$ cat src/rtl/pipe_pkg.sv
// Shared types and constants for the two-entry skid pipeline register.
package pipe_pkg;

    typedef enum logic [1:0] {
        EMPTY = 2'd0,
        ONE   = 2'd1,
        FULL  = 2'd2
    } pipe_state_e;

    localparam logic [1:0] OCC_EMPTY = 2'd0;
    localparam logic [1:0] OCC_ONE   = 2'd1;
    localparam logic [1:0] OCC_FULL  = 2'd2;

    localparam bit BUBBLE_ZERO_DEF = 1'b1;

endpackage

$ cat src/rtl/pipe_skid_reg_if.sv
// Valid/ready handshake bundle for both sides of the skid stage.
interface pipe_skid_reg_if #(
    parameter int DATA_W = 160
);
    logic              in_valid;
    logic              in_ready;
    logic [DATA_W-1:0] in_data;
    logic              out_valid;
    logic              out_ready;
    logic [DATA_W-1:0] out_data;

    // master: the environment around the stage (upstream producer + downstream consumer)
    modport master (
        output in_valid, in_data, out_ready,
        input  in_ready, out_valid, out_data
    );

    modport slave (
        input  in_valid, in_data, out_ready,
        output in_ready, out_valid, out_data
    );
endinterface

$ cat src/rtl/pipe_sat_cnt.sv
// Saturating up-counter with synchronous clear.
module pipe_sat_cnt #(
    parameter int CNT_W = 16
) (
    input  logic             clk,
    input  logic             rst,
    input  logic             inc,
    input  logic             clear,
    output logic [CNT_W-1:0] count
);
    localparam logic [CNT_W-1:0] ONE_VAL = {{(CNT_W-1){1'b0}}, 1'b1};

    logic [CNT_W-1:0] count_reg;

    always_ff @(posedge clk or posedge rst) begin
        if (rst) begin
            count_reg <= '0;
        end else if (clear) begin
            count_reg <= '0;
        end else if (inc && (count_reg != '1)) begin
            count_reg <= count_reg + ONE_VAL;
        end
    end

    assign count = count_reg;
endmodule

$ cat src/rtl/pipe_skid_reg.sv
// Two-entry (main + skid) pipeline register with registered in_ready and flush.
// Optional perf counters (stall_cnt, flush_cnt) when PIPE_SKID_PERF_EN is defined.
module pipe_skid_reg
    import pipe_pkg::*;
#(
    parameter int DATA_W      = 160,
    parameter bit BUBBLE_ZERO = BUBBLE_ZERO_DEF,
    parameter int CNT_W       = 16
) (
    input  logic             clk,
    input  logic             rst,
    input  logic             flush,
    pipe_skid_reg_if.slave   bus,
    output logic [1:0]       occupancy
`ifdef PIPE_SKID_PERF_EN
    ,
    output logic [CNT_W-1:0] stall_cnt,
    output logic [CNT_W-1:0] flush_cnt
`endif
);
    pipe_state_e       state_reg;
    logic [DATA_W-1:0] main_reg;
    logic [DATA_W-1:0] skid_reg;
    logic              in_ready_reg;
    logic              out_valid_reg;
    logic [1:0]        occ_reg;
    logic              in_fire;
    logic              out_fire;

    assign in_fire  = bus.in_valid & in_ready_reg;
    assign out_fire = out_valid_reg & bus.out_ready;

    // Handshake outputs are registered alongside the state so in_ready never
    // depends combinationally on out_ready.
    always_ff @(posedge clk or posedge rst) begin
        if (rst) begin
            state_reg     <= EMPTY;
            main_reg      <= '0;
            skid_reg      <= '0;
            in_ready_reg  <= 1'b0;
            out_valid_reg <= 1'b0;
            occ_reg       <= OCC_EMPTY;
        end else if (flush) begin
            state_reg     <= EMPTY;
            in_ready_reg  <= 1'b1;
            out_valid_reg <= 1'b0;
            occ_reg       <= OCC_EMPTY;
        end else begin
            in_ready_reg <= 1'b1;
            case (state_reg)
                EMPTY: begin
                    if (in_fire) begin
                        main_reg      <= bus.in_data;
                        state_reg     <= ONE;
                        out_valid_reg <= 1'b1;
                        occ_reg       <= OCC_ONE;
                    end
                end
                ONE: begin
                    if (in_fire && out_fire) begin
                        main_reg <= bus.in_data;
                    end else if (in_fire) begin
                        skid_reg     <= bus.in_data;
                        state_reg    <= FULL;
                        in_ready_reg <= 1'b0;
                        occ_reg      <= OCC_FULL;
                    end else if (out_fire) begin
                        state_reg     <= EMPTY;
                        out_valid_reg <= 1'b0;
                        occ_reg       <= OCC_EMPTY;
                    end
                end
                FULL: begin
                    if (out_fire) begin
                        main_reg  <= skid_reg;
                        state_reg <= ONE;
                        occ_reg   <= OCC_ONE;
                    end else begin
                        in_ready_reg <= 1'b0;
                    end
                end
                default: begin
                    state_reg     <= EMPTY;
                    out_valid_reg <= 1'b0;
                    occ_reg       <= OCC_EMPTY;
                end
            endcase
        end
    end

    assign bus.in_ready  = in_ready_reg;
    assign bus.out_valid = out_valid_reg;
    assign bus.out_data  = (BUBBLE_ZERO && !out_valid_reg) ? '0 : main_reg;
    assign occupancy     = occ_reg;

`ifdef PIPE_SKID_PERF_EN
    pipe_sat_cnt #(.CNT_W(CNT_W)) u_stall_cnt (
        .clk   (clk),
        .rst   (rst),
        .inc   (out_valid_reg & ~bus.out_ready),
        .clear (1'b0),
        .count (stall_cnt)
    );

    pipe_sat_cnt #(.CNT_W(CNT_W)) u_flush_cnt (
        .clk   (clk),
        .rst   (rst),
        .inc   (flush),
        .clear (1'b0),
        .count (flush_cnt)
    );
`else
    // Counter width only matters when the perf counters are built.
    if (CNT_W < 1) begin : g_cnt_w_unused
    end
`endif
endmodule

$ cat src/flat_wrapper.sv
// flat-port wrapper written by rule: the top's interface ports become plain ports
module pipe_skid_reg_flat import pipe_pkg::*;
#(
    parameter int DATA_W      = 160,
    parameter bit BUBBLE_ZERO = BUBBLE_ZERO_DEF,
    parameter int CNT_W       = 16
)
  (clk, rst, flush, occupancy, bus_in_valid, bus_in_data, bus_out_ready, bus_in_ready, bus_out_valid, bus_out_data);
  pipe_skid_reg_if #(.DATA_W(DATA_W)) bus_i ();
  input  logic clk;
  input  logic rst;
  input  logic flush;
  output logic [1:0] occupancy;
  input wire logic [$bits(bus_i.in_valid)-1:0] bus_in_valid;
  input wire logic [$bits(bus_i.in_data)-1:0] bus_in_data;
  input wire logic [$bits(bus_i.out_ready)-1:0] bus_out_ready;
  output wire logic [$bits(bus_i.in_ready)-1:0] bus_in_ready;
  output wire logic [$bits(bus_i.out_valid)-1:0] bus_out_valid;
  output wire logic [$bits(bus_i.out_data)-1:0] bus_out_data;
  assign bus_i.in_valid = bus_in_valid;
  assign bus_i.in_data = bus_in_data;
  assign bus_i.out_ready = bus_out_ready;
  assign bus_in_ready = bus_i.in_ready;
  assign bus_out_valid = bus_i.out_valid;
  assign bus_out_data = bus_i.out_data;
  pipe_skid_reg #(.DATA_W(DATA_W), .BUBBLE_ZERO(BUBBLE_ZERO), .CNT_W(CNT_W)) u_core (.clk(clk), .rst(rst), .flush(flush), .bus(bus_i), .occupancy(occupancy));
endmodule
$ cat config.mk
export PLATFORM = sky130hd
export DESIGN_NAME = pipe_skid_reg_flat
export DESIGN_NICKNAME = d
export VERILOG_FILES = /design/src/rtl/pipe_pkg.sv /design/src/rtl/pipe_skid_reg_if.sv /design/src/rtl/pipe_sat_cnt.sv /design/src/rtl/pipe_skid_reg.sv /design/src/flat_wrapper.sv
export SDC_FILE = /design/constraint.sdc
export NUM_CORES = 1
export LEC_CHECK = 0
export CAP_MARGIN = 0
export CORE_MARGIN = 2
export CORE_UTILIZATION = 45
export DETAILED_ROUTE_END_ITERATION = 10
export PLACE_DENSITY = 0.72
export SETUP_SLACK_MARGIN = 0.15
export SKIP_CTS_REPAIR_TIMING = 1
export SYNTH_ARGS = -nofsm -noshare
export SYNTH_HDL_FRONTEND = slang
export SYNTH_SLANG_ARGS = --single-unit
export TNS_END_PERCENT = 50
$ cat constraint.sdc
create_clock -name clk -period 22.9 [get_ports clk]
set_input_delay 4.58 -clock clk [delete_from_list [all_inputs] [get_ports clk]]
set_output_delay 4.58 -clock clk [all_outputs]
set_load 0.01 [all_outputs]
# Word level (Yosys, flattened, before mapping)
# Index checks and enable logic that the tools add are counted.
[word_totals]
reg_bits = 324
input_bits = 165
output_inout_bits = 164
wordCells = 51
[op_classes]
n_eq_ne = 12
mux = 23
bitwise_logic = 4
reduce_logical = 7
[ops]
columns = ["op", "n"]
rows = [
  ["$mux W160", 4],
  ["$pmux W160 S3", 1],
  ["$mux W2", 6],
  ["$reduce_and A5 Y1", 2],
  ["$mux W1", 9],
  ["$ne A3 B2 Y1 const B", 3],
  ["$reduce_and A4 Y1", 2],
  ["$ne A2 B1 Y1 const B", 3],
  ["$ne A3 B3 Y1 const B", 2],
  ["$pmux W2 S3", 1],
  ["$ne A4 B2 Y1 const B", 1],
  ["$pmux W1 S3", 1],
  ["$reduce_bool A3 Y1", 1],
  ["$and A1 B1 Y1", 2],
  ["$eq A2 B1 Y1 const B", 1],
  ["$eq A2 B2 Y1 const B", 1],
  ["$logic_not A2 Y1", 1],
  ["$ne A2 B2 Y1 const B", 1],
  ["$not A1 Y1", 2],
  ["$pmux W1 S2", 1],
  ["$logic_and A1 B1 Y1", 1],
]

# Depth between registers and ports, before layout
# Gate-level depths: netlist (run 1).
[depth]
word_depth = 6
ltp_mapped = 8

# Least setup slack after synthesis (run 1)
# Ideal clock, no wire load.
[synth_path]
path_type = "in2reg"
from = "input port bus_out_ready"
to = "register u_core.skid_reg[0]"
setup_ns = 0.128
arrival_ns = 5.821
t_required_ns = 22.772
slack_ns = 16.951
path_stages = 5
cell_sequence = "and2_1 > nor4b_4 > buf_2 > buf_4 > mux2_1"
[synth_between]
elab_chain_len = 4
[synth_lines]
columns = ["item", "line", "text"]
rows = [
  ["start, declared", "flat_wrapper.sv:16", "input wire logic [$bits(bus_i.out_ready)-1:0] bus_out_ready;"],
  ["$and A1 B1 Y1", "pipe_skid_reg.sv:31", "assign out_fire = out_valid_reg & bus.out_ready;"],
  ["$logic_and A1 B1 Y1", "pipe_skid_reg.sv:60", "if (in_fire && out_fire) begin"],
  ["$not A1 Y1 (no line)", "n/a", ""],
  ["$reduce_and A4 Y1 (no line)", "n/a", ""],
  ["end signal, assigned", "pipe_skid_reg.sv:63", "skid_reg <= bus.in_data;"],
  ["end, declared", "pipe_skid_reg.sv:23", "logic [DATA_W-1:0] skid_reg;"],
]
# No other way between the ends.
# A chain may end at the register's enable or synchronous reset.

# Worst setup path after layout (run 1)
[layout_path]
from = "register u_core.out_valid_reg, in the netlist u_core.bus.out_valid"
to = "output port bus_out_data[157]"
[layout_between]
elab_chain_len = 1
[layout_lines]
columns = ["item", "line", "text"]
rows = [
  ["start, declared", "pipe_skid_reg.sv:25", "logic out_valid_reg;"],
  ["start signal, assigned", "pipe_skid_reg.sv:41", "out_valid_reg <= 1'b0;"],
  ["start signal, assigned", "pipe_skid_reg.sv:46", "out_valid_reg <= 1'b0;"],
  ["start signal, assigned", "pipe_skid_reg.sv:55", "out_valid_reg <= 1'b1;"],
  ["$mux W160", "pipe_skid_reg.sv:93", "assign bus.out_data = (BUBBLE_ZERO && !out_valid_reg) ? '0 : main_reg;"],
  ["end, declared", "flat_wrapper.sv:19", "output wire logic [$bits(bus_i.out_data)-1:0] bus_out_data;"],
]
# No other way between the ends.

==> metrics.md, run 1 <==
| Metric | Value |
|---|---|
| Status | `complete, no violations` |
| Global route total overflow | `0` |
| CTS sink cnt | `324` |
| Sequential element share of the synthesized area | `between 50% and 60%` |
| Die X | `between 150 and 200 µm` |
| Syn avg cell area | `between 10 and 15 µm²` |
| DP Area | `18750 µm²` |
| Number of nets with antenna violations after detailed routing | `0` |
| Max IR drop VDD | `approximately 0.074 mV` |
| Tightest Hold Check Type | `flip-flop to flip-flop` |
| Crit path max fanout | `89` |
| Initial antenna violation count | `5` |
| CP Cell Sequence | `buf_4 -> and2_1 -> clkdlybuf4s50_1` |
| Final hold violations | `0` |
| Setup Skew | `roughly 11 ps` |
| Crit path kind | `flip-flop to primary output` |
| RSZ-0062 raised after global routing | `no` |
| Netlist cell types | `27` |
| Final period util | `about 34%` |
| Fin cells | `around 1.9k` |
| CTS root buffer | `clkbuf_16` |
| Syn nets | `1243` |
| H-tree Lvls | `2` |
| Final Setup Violations | `0` |
| Final Max Tran Viols | `0` |
| Final core utilization | `roughly three fifths` |
| Worst EP arrival | `about 3100 ps` |
| Largest net degree at the start of global routing | `roughly 140` |
| Final min period | `slightly below 8000 ps` |
| Vias per cell | `between 5 and 6` |
| # nets final | `1551` |
| Placed Cells | `about 1.8k` |
| First-pass GRT wire length | `approximately 56 mm` |
| Tot GR Track Use | `between 10% and 20%` |
| Leakage | `about 8.3 nW` |
| Synth warnings | `0` |
| Worst path slowest cell | `dfrtp_4` |
| Clock transition at path regs | `about 60 ps` |
| Post-DR wirelength/cell | `around 19 µm` |
| CP max stage delay | `about 970 ps` |
| Layout cell share with drive strength beyond 1 | `32.50%` |
| Cell area after synthesis | `15120 µm²` |
| CP Capture Type | `primary output` |
| Initial DRC Count | `around 400` |
| Via count | `approximately 9.5k` |
| Die ar. | `approximately 35000 µm²` |
| WP data required | `18320 ps` |
| Power Dens Cells | `between 100 and 150 nW/µm²` |
| Setup total negative slack | `0 ps` |
| Max Fclk | `0.1299 GHz` |
| Chip height | `~190 µm` |
| Pre-antenna DRT Iters | `4` |
| Final instance area | `between 20000 and 25000 µm²` |
| I/O pin cnt | `329` |
| Post-Syn Instances | `1071` |
| CORE AREA | `~33000 µm²` |
| Final WL | `~35 mm` |
| Total CTS buffers | `37` |
| GP Congestion | `0.7653` |
| Clock Path Buffers | `3` |
| Slew HR | `a little under a third` |
| Starting Density | `~45%` |
| Max_cap viols | `0` |
| Least-Margin Pin Slew | `around 1000 ps` |
| Clock latency on the worst-skew pair | `roughly 510 ps` |
| Number of port buffers | `328` |
| Final HPWL DP | `around 22 mm` |
| Yosys reg bits | `324` |
| Min Hold Slack | `479.4 ps` |
| # rows | `67` |
| DRC viols | `0` |
| Area Overhead vs Synth | `32.42%` |
| TritonCTS clock tree | `yes` |
| Startpoint class of the critical path | `flip-flop` |
| Number of global-route vias before repair | `just over 10k` |
where the power goes:
part           internal, mW  switching [mW]  leakage [nW]  total, mW
Sequential            0.865           0.142          3.87       1.01
Combinational         0.490           0.305          3.78      0.795
Clock                 0.372           0.233         0.629      0.605
Total                  1.73           0.680          8.27       2.41
cell type report:
type,count,area (µm²)
fillers,2717,13250
diodes,3,7.507
well taps,448,560.5
clock inverters,10,106.4
repair buffers,339,3366
inverters,4,22.52
clock buffers,56,1160
multi-input cells,673,6693
flip-flops and latches,324,8112
path summary, 6_finish.rpt:
path                                       from                    to  slack, ps  cells after the start
hold / removal              u_core.skid_reg[29]   u_core.skid_reg[29]        480                      1
setup / recovery           u_core.bus.out_valid     bus_out_data[157]      15200                      3
hold reg to reg             u_core.skid_reg[29]   u_core.skid_reg[29]        480                      1
max in group asynchronous                   rst  u_core.skid_reg[117]      15920                      4
min in group asynchronous                   rst   u_core.skid_reg[18]       4680                      2
setup reg to reg            u_core.state_reg[0]   u_core.main_reg[50]      19620                      6
per-stage QoR:
step / worst slack (ps) / power [mW]
after floorplan: 9350 / 1.518
after global placement: 15270 / 1.785
after detailed placement: 15220 / 1.822
after CTS: 15140 / 2.440
after global routing: 15000 / 2.557
final: 15200 / 2.407
cells in the mapped netlist, drive strengths merged:
master	count	area, µm²
mux2	480	5405
dfrtp	324	8108
and2	161	1007
buf	45	239.0
clkbuf	25	93.84
ha	7	87.58
inv	4	15.01
o21ai	4	20.02
nand2	3	11.26
nand3	2	10.01
nor2	2	7.510
nor3	2	10.01
a211oi	1	7.510
a21o	1	7.510
a21oi	1	5.000
a22o	1	8.760
a311oi	1	8.760
and3	1	6.260
mux2i	1	10.01
nand2b	1	6.260
nand4	1	6.260
nor4b	1	23.77
o32ai	1	8.760
or4b	1	10.01
cells in the final DEF, fill, tap and decap left out, drive strengths merged, types with 2 or more instances in the layout:
cell / Yosys / routed
clkbuf: 25 / 56
and2: 161 / 161
nand2: 3 / 3
dfrtp: 324 / 324
ha: 7 / 7
nor2: 2 / 2
o21ai: 4 / 4
clkinv: 0 / 6
nand3: 2 / 2
buf: 45 / 11
diode: 0 / 3
nor3: 2 / 2
bufinv: 0 / 2
clkdlybuf4s50: 0 / 328
inv: 4 / 5
mux2: 480 / 480
worst max-delay path: cells and delay by family, from the launching register on:
family | cells | cell delay, ps
AND/OR/NAND/NOR | 1 | 220
buffers and inverters | 2 | 1290
flip-flops | 1 | 970
layer usage:
layer	share of wire (%)	GRT usage, %	vias up
met1	45	26.47	4825
li1	-	-	4360
met4	2.6	6.532	4
met5	0.078	0	-
met2	46	31.01	255
met3	6.6	5.891	60
kinds of logic after synthesis:
family | share of synthesized area [%]
buffers and inverters | 2.300
multiplexers | 35.81
flip-flops | 53.61
adder cells (fa/ha/maj) | 0.5791
AO/OA/AOI/OAI | 0.4385
AND/OR/NAND/NOR | 7.264
Power figures use the tool's default switching activity.
==> inputs of run 2 (changes only) <==
- clock period: 22.9 -> 7.2 ns (I/O delays scaled with it)
==> metrics.md, run 2 (synthesis gave the netlist of run 1 again) <==
| Metric | Value |
|---|---|
| Pre-antenna DRT Iters | `4` |
| Max IR drop VDD | `0.2864 mV` |
| Chip height | `~190 µm` |
| WP data required | `between 5000 and 6000 ps` |
| Final instance area | `approximately 20000 µm²` |
| Least-Margin Pin Slew | `~1100 ps` |
| Crit path kind | `flip-flop to primary output` |
| Final period util | `between 60% and 70%` |
| Layout cell share with drive strength beyond 1 | `about a third` |
| Most frequent cells in the layout | `mux2_2 (380), clkdlybuf4s50_1 (328), dfrtp_1 (323)` |
| Pre-CTS WS | `between 2000 and 3000 ps` |
| Commonest non-fill, non-tap cell in the layout | `mux2_2` |
| I/O pin cnt | `approximately 330` |
| Die X | `around 190 µm` |
| Clock latency on the worst-skew pair | `between 500 and 600 ps` |
| Setup Skew | `approximately 14 ps` |
| Final min period | `4598 ps` |
| Setup ws final | `roughly 2600 ps` |
| Min Hold Slack | `approximately 480 ps` |
| Via count | `around 9.5k` |
| Starting Density | `a little under half` |
| Worst EP arrival | `around 3200 ps` |
| Final HPWL DP | `about 22 mm` |
| Setup total negative slack | `0 ps` |
| Final WL | `34.64 mm` |
| Max Fclk | `approximately 0.22 GHz` |
| Clock transition at path regs | `around 60 ps` |
| Global route total overflow | `0` |
| GP Congestion | `approximately 0.75` |
| CTS sink cnt | `roughly 320` |
| Power Dens Cells | `between 300 and 400 nW/µm²` |
| DRC viols | `0` |
| Initial DRC Count | `~320` |
| CORE AREA | `~33000 µm²` |
| CP Capture Type | `primary output` |
| R2R setup slack | `3980 ps` |
| Number of global-route vias before repair | `9980` |
| Slew HR | `roughly 30%` |
| Status | `complete, no violations` |
| Initial antenna violation count | `3` |
| Filler Cell Count | `about 2.7k` |
| Final Max Tran Viols | `0` |
| Tot GR Track Use | `about a fifth` |
| RSZ-0062 raised after global routing | `no` |
| Area of the multi-input gates | `6693 µm²` |
| Final hold violations | `0` |
| Largest net degree at the start of global routing | `between 100 and 150` |
| TritonCTS clock tree | `yes` |
| Post-DR wirelength/cell | `around 19 µm` |
| First-pass GRT wire length | `55.27 mm` |
| Tightest Hold Check Type | `flip-flop to flip-flop` |
| Leakage | `approximately 8 nW` |
| Clock Path Buffers | `3` |
| Die ar. | `between 30000 and 40000 µm²` |
| # rows | `between 60 and 70` |
| Register Area | `roughly 8000 µm²` |
| Final Setup Violations | `0` |
| Vias per cell | `approximately 5.1` |
| DP Area | `around 19000 µm²` |
| Startpoint class of the critical path | `flip-flop` |
| H-tree Lvls | `2` |
| Crit path max fanout | `about 100` |
| # nets final | `roughly 1.6k` |
| CTS root buffer | `clkbuf_16` |
| Max_cap viols | `0` |
| Area Overhead vs Synth | `32.15%` |
| Number of port buffers | `approximately 330` |
| Number of nets with antenna violations after detailed routing | `0` |
| Total CTS buffers | `37` |
run 2: cell types whose count changed in the layout (fill, tap and decap cells not counted):
cell / before / now
clkbuf_8: 12 / 4
buf_4: 11 / 7
clkbuf_1: 5 / 9
buf_12: 0 / 3
bufinv_16: 2 / 3
clkinv_2: 6 / 7
inv_8: 1 / 0
run 2: final timing paths:
kind	startpoint	to	cells after the start
setup / recovery	u_core.bus.out_valid	bus_out_data[1]	3
hold / removal	u_core.skid_reg[28]	u_core.skid_reg[28]	1
setup reg to reg	u_core.bus.out_valid	u_core.main_reg[136]	5
hold reg to reg	u_core.skid_reg[28]	u_core.skid_reg[28]	1
max in group asynchronous	rst	u_core.skid_reg[9]	3
min in group asynchronous	rst	u_core.skid_reg[60]	2
run 2: through the flow:
stage,util (%),total power [mW],instances
after floorplan,-,4.828,1071
after global placement,56.43,5.684,1787
after detailed placement,56.43,5.802,1787
after CTS,60.03,7.703,1850
after global routing,60.05,8.059,1853
final,60.05,7.601,1853
run 2: final cells by class:
cell class	instances	share of cell area (%)
flip-flops and latches	324	40.59
inverters	4	0.09391
clock buffers	52	5.328
repair buffers	338	16.99
diodes	3	0.03756
multi-input cells	673	33.49
well taps	448	2.805
clock inverters	11	0.6699
run 2: worst max-delay path, stage by stage (launching register included):
cell             delay, ps
dfrtp_4               1010
buf_4                  620
and2_1                 230
clkdlybuf4s50_1        590
run 2: where the power goes:
part	internal, mW	switching, mW	total [mW]
Clock	1.14	0.730	1.87
Combinational	1.56	0.966	2.53
Sequential	2.75	0.454	3.21
Total	5.45	2.15	7.60
run 2: layer usage:
metal,up-vias,GRT usage (%),wire length [µm]
li1,4350,-,-
met1,4797,25.16,15080
met2,253,31.78,16330
met3,60,5.947,2349
met4,0,6.166,885
met5,-,0,0
